## src/rtl/serial_adder_pkg.sv

```systemverilog
// serial_adder_pkg: shared state encoding and counter sizing for the serial adder
package serial_adder_pkg;
  localparam int WIDTH_MAX = 32;
  localparam int CNT_W = $clog2(WIDTH_MAX);
  typedef enum logic [1:0] {IDLE = 2'd0, RUN = 2'd1, DONE = 2'd2} state_e;
endpackage

```

## src/rtl/fa_nand.sv

```systemverilog
// fa_nand: 1-bit full adder built from nine 2-input NAND gates
module fa_nand (
  input  logic a,
  input  logic b,
  input  logic cin,
  output logic sum,
  output logic cout
);
  logic n1, n2, n3, x1, n4, n5, n6;
  nand g1 (n1, a, b);
  nand g2 (n2, a, n1);
  nand g3 (n3, b, n1);
  nand g4 (x1, n2, n3);
  nand g5 (n4, x1, cin);
  nand g6 (n5, x1, n4);
  nand g7 (n6, cin, n4);
  nand g8 (sum, n5, n6);
  nand g9 (cout, n1, n4);
endmodule

```

## src/rtl/serial_adder.sv

```systemverilog
// serial_adder: bit-serial LSB-first adder with start/busy/done handshake
// Optional signed overflow output enabled by defining SERIAL_ADDER_OVF_EN.
module serial_adder
  import serial_adder_pkg::*;
#(
  parameter int WIDTH = 8
) (
  input  logic             clk,
  input  logic             rst_n,
  input  logic             start,
  input  logic [WIDTH-1:0] a,
  input  logic [WIDTH-1:0] b,
  input  logic             cin,
  output logic             busy,
  output logic             done,
  output logic [WIDTH-1:0] sum,
  output logic             cout
`ifdef SERIAL_ADDER_OVF_EN
  ,
  output logic             ovf
`endif
);
  state_e             state_q;
  logic [CNT_W-1:0]   cnt_q;
  logic [WIDTH-1:0]   a_sh_q, b_sh_q, res_q, res_d, sum_q;
  logic               c_q, busy_q, done_q, cout_q, fa_s, fa_c, last;
`ifdef SERIAL_ADDER_OVF_EN
  logic               ovf_q;
  assign ovf = ovf_q;
`endif
  fa_nand u_fa (.a(a_sh_q[0]), .b(b_sh_q[0]), .cin(c_q), .sum(fa_s), .cout(fa_c));
  assign res_d = {fa_s, res_q[WIDTH-1:1]};
  assign last  = (cnt_q == CNT_W'(WIDTH - 1));
  assign busy  = busy_q;
  assign done  = done_q;
  assign sum   = sum_q;
  assign cout  = cout_q;
  always_ff @(posedge clk or negedge rst_n) begin
    if (!rst_n) begin
      state_q <= IDLE;
      cnt_q   <= '0;
      a_sh_q  <= '0;
      b_sh_q  <= '0;
      res_q   <= '0;
      c_q     <= 1'b0;
      busy_q  <= 1'b0;
      done_q  <= 1'b0;
      sum_q   <= '0;
      cout_q  <= 1'b0;
`ifdef SERIAL_ADDER_OVF_EN
      ovf_q   <= 1'b0;
`endif
    end else begin
      case (state_q)
        RUN: begin
          a_sh_q <= a_sh_q >> 1;
          b_sh_q <= b_sh_q >> 1;
          res_q  <= res_d;
          c_q    <= fa_c;
          cnt_q  <= cnt_q + CNT_W'(1);
          if (last) begin
            state_q <= DONE;
            busy_q  <= 1'b0;
            done_q  <= 1'b1;
            sum_q   <= res_d;
            cout_q  <= fa_c;
`ifdef SERIAL_ADDER_OVF_EN
            // c_q is the carry into the MSB during the last bit
            ovf_q   <= c_q ^ fa_c;
`endif
          end
        end
        IDLE, DONE: begin
          done_q <= 1'b0;
          if (start) begin
            state_q <= RUN;
            busy_q  <= 1'b1;
            a_sh_q  <= a;
            b_sh_q  <= b;
            c_q     <= cin;
            cnt_q   <= '0;
          end else begin
            state_q <= IDLE;
          end
        end
        default: state_q <= IDLE;
      endcase
    end
  end
endmodule

```

## config.mk

```make
export PLATFORM = sky130hd
export DESIGN_NAME = serial_adder
export DESIGN_NICKNAME = d
export VERILOG_FILES = /design/src/rtl/serial_adder_pkg.sv /design/src/rtl/fa_nand.sv /design/src/rtl/serial_adder.sv
export SDC_FILE = /design/constraint.sdc
export NUM_CORES = 1
export LEC_CHECK = 0
export ABC_AREA = 0
export BUFFER_PORTS_ARGS = -buffer_cell sky130_fd_sc_hd__buf_2
export CAP_MARGIN = 20
export CORE_ASPECT_RATIO = 1.4
export CORE_MARGIN = 4
export CORE_UTILIZATION = 49
export DETAILED_ROUTE_END_ITERATION = 7
export PLACE_DENSITY = 0.74
export SLEW_MARGIN = 10
export SYNTH_ARGS = -nofsm -noshare
export SYNTH_HDL_FRONTEND = slang
export SYNTH_SLANG_ARGS = --single-unit
```

## constraint.sdc

```tcl
create_clock -name clk -period 1.6 [get_ports clk]
set_clock_uncertainty 0.1 [all_clocks]
set_input_delay 0.32 -clock clk [delete_from_list [all_inputs] [get_ports clk]]
set_output_delay 0.32 -clock clk [all_outputs]
set_load 0.005 [all_outputs]
```

# After elaboration in Yosys (flattened, before gate mapping)
# Index checks and enable logic that the tools add are counted.
# word_totals
elab_cells	57
register_bits	43
in_bits	20
output_inout_bits	11
# op_classes
reduce_logical	7
muxes	16
bitwise	18
addsub	1
n_eq_ne	5
# ops
operator	count
one-hot mux 8 bit (2 select lines)	2
two-way mux 8 bit	2
one-hot mux 5 bit (2 select lines)	1
bitwise AND 1 bit	9
inverter 1 bit	9
one-hot mux 1 bit (2 select lines)	3
AND reduction 2 bit	3
adder 5 x 1 -> 5 bit (second input constant)	1
== test 5 x 3 -> 1 bit (second input constant)	1
two-way mux 1 bit	5
two-way mux 5 bit	1
inequality test 2 bit (second input constant)	2
one-hot mux 2 bit (2 select lines)	1
AND reduction 3 bit	1
== test 2 x 1 -> 1 bit (second input constant)	1
== test 2 bit (second input constant)	1
logical NOT 2 bit	1
two-way mux 2 bit	1
nonzero test 2 bit	1
OR reduction 2 bit	1

# Logic depth before layout (Yosys ltp)
# depth
depth_word	12
depth_mapped	6
mapped_depth_nobuf	4

# Modules after synthesis
# A second synthesis with hierarchy kept.
# unflattened
hier_cells	155
hier_area_um2	1836.8
# by_module_without_submodules
mod	cells_each	seq_area_each_um2	area_per_inst_um2	instances
serial_adder	154	1051.0	1816.7	1
fa_nand	1	0.0	20.0	1

# Least setup slack after synthesis
# Ideal clock, no wire load.
# synth_timing
path_kind	reg-to-reg
from	register cnt_q[0]
to	register sum_q[1], in the netlist sum[1]
path_buffers	1
stages_incl_launch_ff	6
period_less_slack_ns	1.559
arrival_time_ns	1.334
setup_ns	0.125
slack_ns	0.041
required_ns	1.375
cell_sequence	dfrtp_1 ha_1 and4bb_1 nand2_2 buf_6 mux2_4
# synth_between
elab_chain_len	2
# synth_lines
item	line_no	rtl
start, declared	serial_adder.sv:24	logic [CNT_W-1:0] cnt_q;
start signal, assigned	serial_adder.sv:60	cnt_q <= cnt_q + CNT_W'(1);
== test 5 x 3 -> 1 bit	serial_adder.sv:33	assign last = (cnt_q == CNT_W'(WIDTH - 1));
AND reduction 2 bit (no source line)	-	
end signal, assigned	serial_adder.sv:65	sum_q <= res_d;
end, declared	serial_adder.sv:25	logic [WIDTH-1:0] a_sh_q, b_sh_q, res_q, res_d, sum_q;
# No other way between the ends.
# A chain may end at the register's enable or synchronous reset.

# Worst setup path after layout
# layout_timing
from	register cnt_q[1]
to	register sum_q[6], in the netlist sum[6]
# Same word-level chain as after synthesis.

==> run metrics <==
CTS max path bufs=2; wire per inst=14.7 um; final hold viol count=0; initial DRC count=44; number of fill cells=311; Synth cell types=26; Antenna diodes=0; Final TNS setup=0 ns; Max Slew Vio Count=0; yosys warns=0; worst hold margin=0.153 ns; Synth-to-Final Area Change=20.3%; initial antenna violation count=0; syn_nets=177; CP max FO=6; die area=4800 um^2; cell area after synthesis=1840 um^2; TritonRoute pass-1 iters=4; max-cap violations=0; port buffer count=30; critical path arrival=1.62 ns; DRT Wirelength=3.52 mm; Pwr Total=4.16 mW; ranking of synthesized cells by area=dfrtp_1 57%, mux2i_1 9.3%, mux2_4 5.7%; status=finished, final reports clean; gp weighted congestion=0.802; area leader, netlist=dfrtp_1; post-layout min period=1.54 ns; final period utilization=96.3%; FP Rows=26; Antenna Nets Post-Route=0; Final Util=60.6%; Worst-Skew Late Latency=0.29 ns; RSZ-0062 raised after global routing=no; share of cells above drive strength 1=33.0%; share of synthesized registers carrying an async set or reset=100%; fin area=2210 um^2; CTS tree=built; IO Pins=31; static leakage=1.18 nW; core area=3640 um^2; Seq cells post-synth=42; Die W=59.7 um; Mapped Cells=155; Critical Path RT=1.68 ns; Fmax=649 MHz; Post-DP HPWL=2.49 mm; CTS sink count=42; H-tree depth=2; Post-synth EDFFs=0; vias in the first global route=1364; CTS Buf Count=5; Yosys top cell area share=57.3%; DRC=0; Hold WC Path Type=input pin to flip-flop; via/cell ratio=5.23; first-pass GRT wire length=5.99 mm; Final Net Count=220; WHS Path Cells=2; total vias in the final route=1251; Die Ht=80.4 um; root buf cell=clkbuf_8; PwrDens=1890 nW/um^2; Post-DP Area=2070 um^2; initial core utilization=50.4%; Worst R2R Setup Slack=0.06 ns; largest net degree at the start of global routing=25; Setup CP Type=flip-flop to flip-flop; Avg Cell Area, Syn=11.8 um^2; Worst setup SP type=flip-flop; GRT overflow=0; clk slew on worst S/H paths=0.07 ns; endpoints failing setup=0; Synth Flop Type=dfrtp_1; Critical Path Sink Type=flip-flop; total track usage=16.7%; Worst R2R Path Depth=4; maximum VDD drop=0.00111 V; Slew headroom=69.2%; Worst Max-Slew Pin Slew=0.462 ns; post-synthesis sequential area ratio=57.3%
==> cell families after synthesis <==
kind of cell	after synthesis	synth area share, %
simple gates	52	14.0
flops	42	57.3
mux	26	16.2
compound gates	21	6.48
buf+inv	11	3.82
fa+ha+maj	2	1.77
xor+xnor	1	0.477
==> per-layer routing <==
metal  GRT usage (%)  wire [um]  up-vias
met3            4.34        187        5
li1                -          -      618
met4            6.65         62        0
met5               0          0        -
met1            18.7       1440      596
met2            29.1       1830       32
==> report_power, final <==
part / total (mW) / switching, mW / internal [mW]
combinational: 1.70 / 0.817 / 0.880
clock: 0.657 / 0.325 / 0.333
sequential: 1.81 / 0.280 / 1.53
==> Yosys cell counts, types with 2 or more instances <==
cell and count:
mux2_4 7, a22o_1 3, o21ai_0 17, dfrtp_1 42, mux2_2 2, nand3_1 16, buf_4 4, buf_2 4
mux2i_1 17, nand2_1 25, nand2b_1 2, nand4_1 2
==> flip-flops by register name, summed over array words and instances, names as in the netlist <==
register	flops
cnt_q	5
busy	1
cout	1
c_q	1
done	1
b_sh_q	8
a_sh_q	8
sum	8
res_q	7
state_q	2
==> area by class of cell <==
class | count | area [um^2] | area share (%)
clock buffer | 6 | 82.6 | 3.74
timing repair buffer | 45 | 290 | 13.1
tap | 42 | 52.6 | 2.38
inverter | 1 | 3.75 | 0.170
sequential | 42 | 1050 | 47.6
multi-input combinational | 103 | 728 | 33.0
==> through the flow <==
step / std cells / setup WS (ns)
after floorplan: 155 / 0.0410
after global placement: 229 / -0.0244
after detailed placement: 229 / -0.0962
after CTS: 236 / 0.00232
after global routing: 239 / 0.0150
final: 239 / 0.0588
==> worst paths after layout <==
check                         start   endpoint
max                        cnt_q[1]     sum[6]
min in group asynchronous     rst_n        c_q
max reg2reg                cnt_q[1]     sum[6]
min                            b[7]  b_sh_q[7]
min reg2reg                res_q[1]   res_q[1]
max in group asynchronous     rst_n     sum[0]
==> cell usage in the layout (no fill, tap or decap), drive strengths merged <==
master	synthesis	final
and4bb	1	1
dfrtp	42	42
mux2i	17	17
nand3b	1	1
dlygate4sd3	0	1
buf	9	44
nor2	2	2
nand3	16	16
nand2b	2	2
nand4	2	2
inv	1	1
a22o	3	3
and2b	2	2
fa	1	1
ha	1	1
xor2	1	1
clkbuf	1	6
a21o	1	1
nand2	26	27
mux2	9	9
o21ai	17	17
==> repair_timing <==
item | in CTS | in global routing
buffers inserted | 0 | 2
hold buffers | 1 | 0
hold endpoints to repair | 18 | 0
pin swaps | 1 | 2
gates cloned | 0 | 1
resized for setup | 1 | 2
endpoints found under the setup margin | 9 | 18
==> critical path: stages, from the launching register on <==
cell,delay (ns)
dfrtp_1,0.40
ha_2,0.18
and4bb_2,0.26
nand2_2,0.17
mux2_4,0.32
Power figures use the tool's default switching activity.
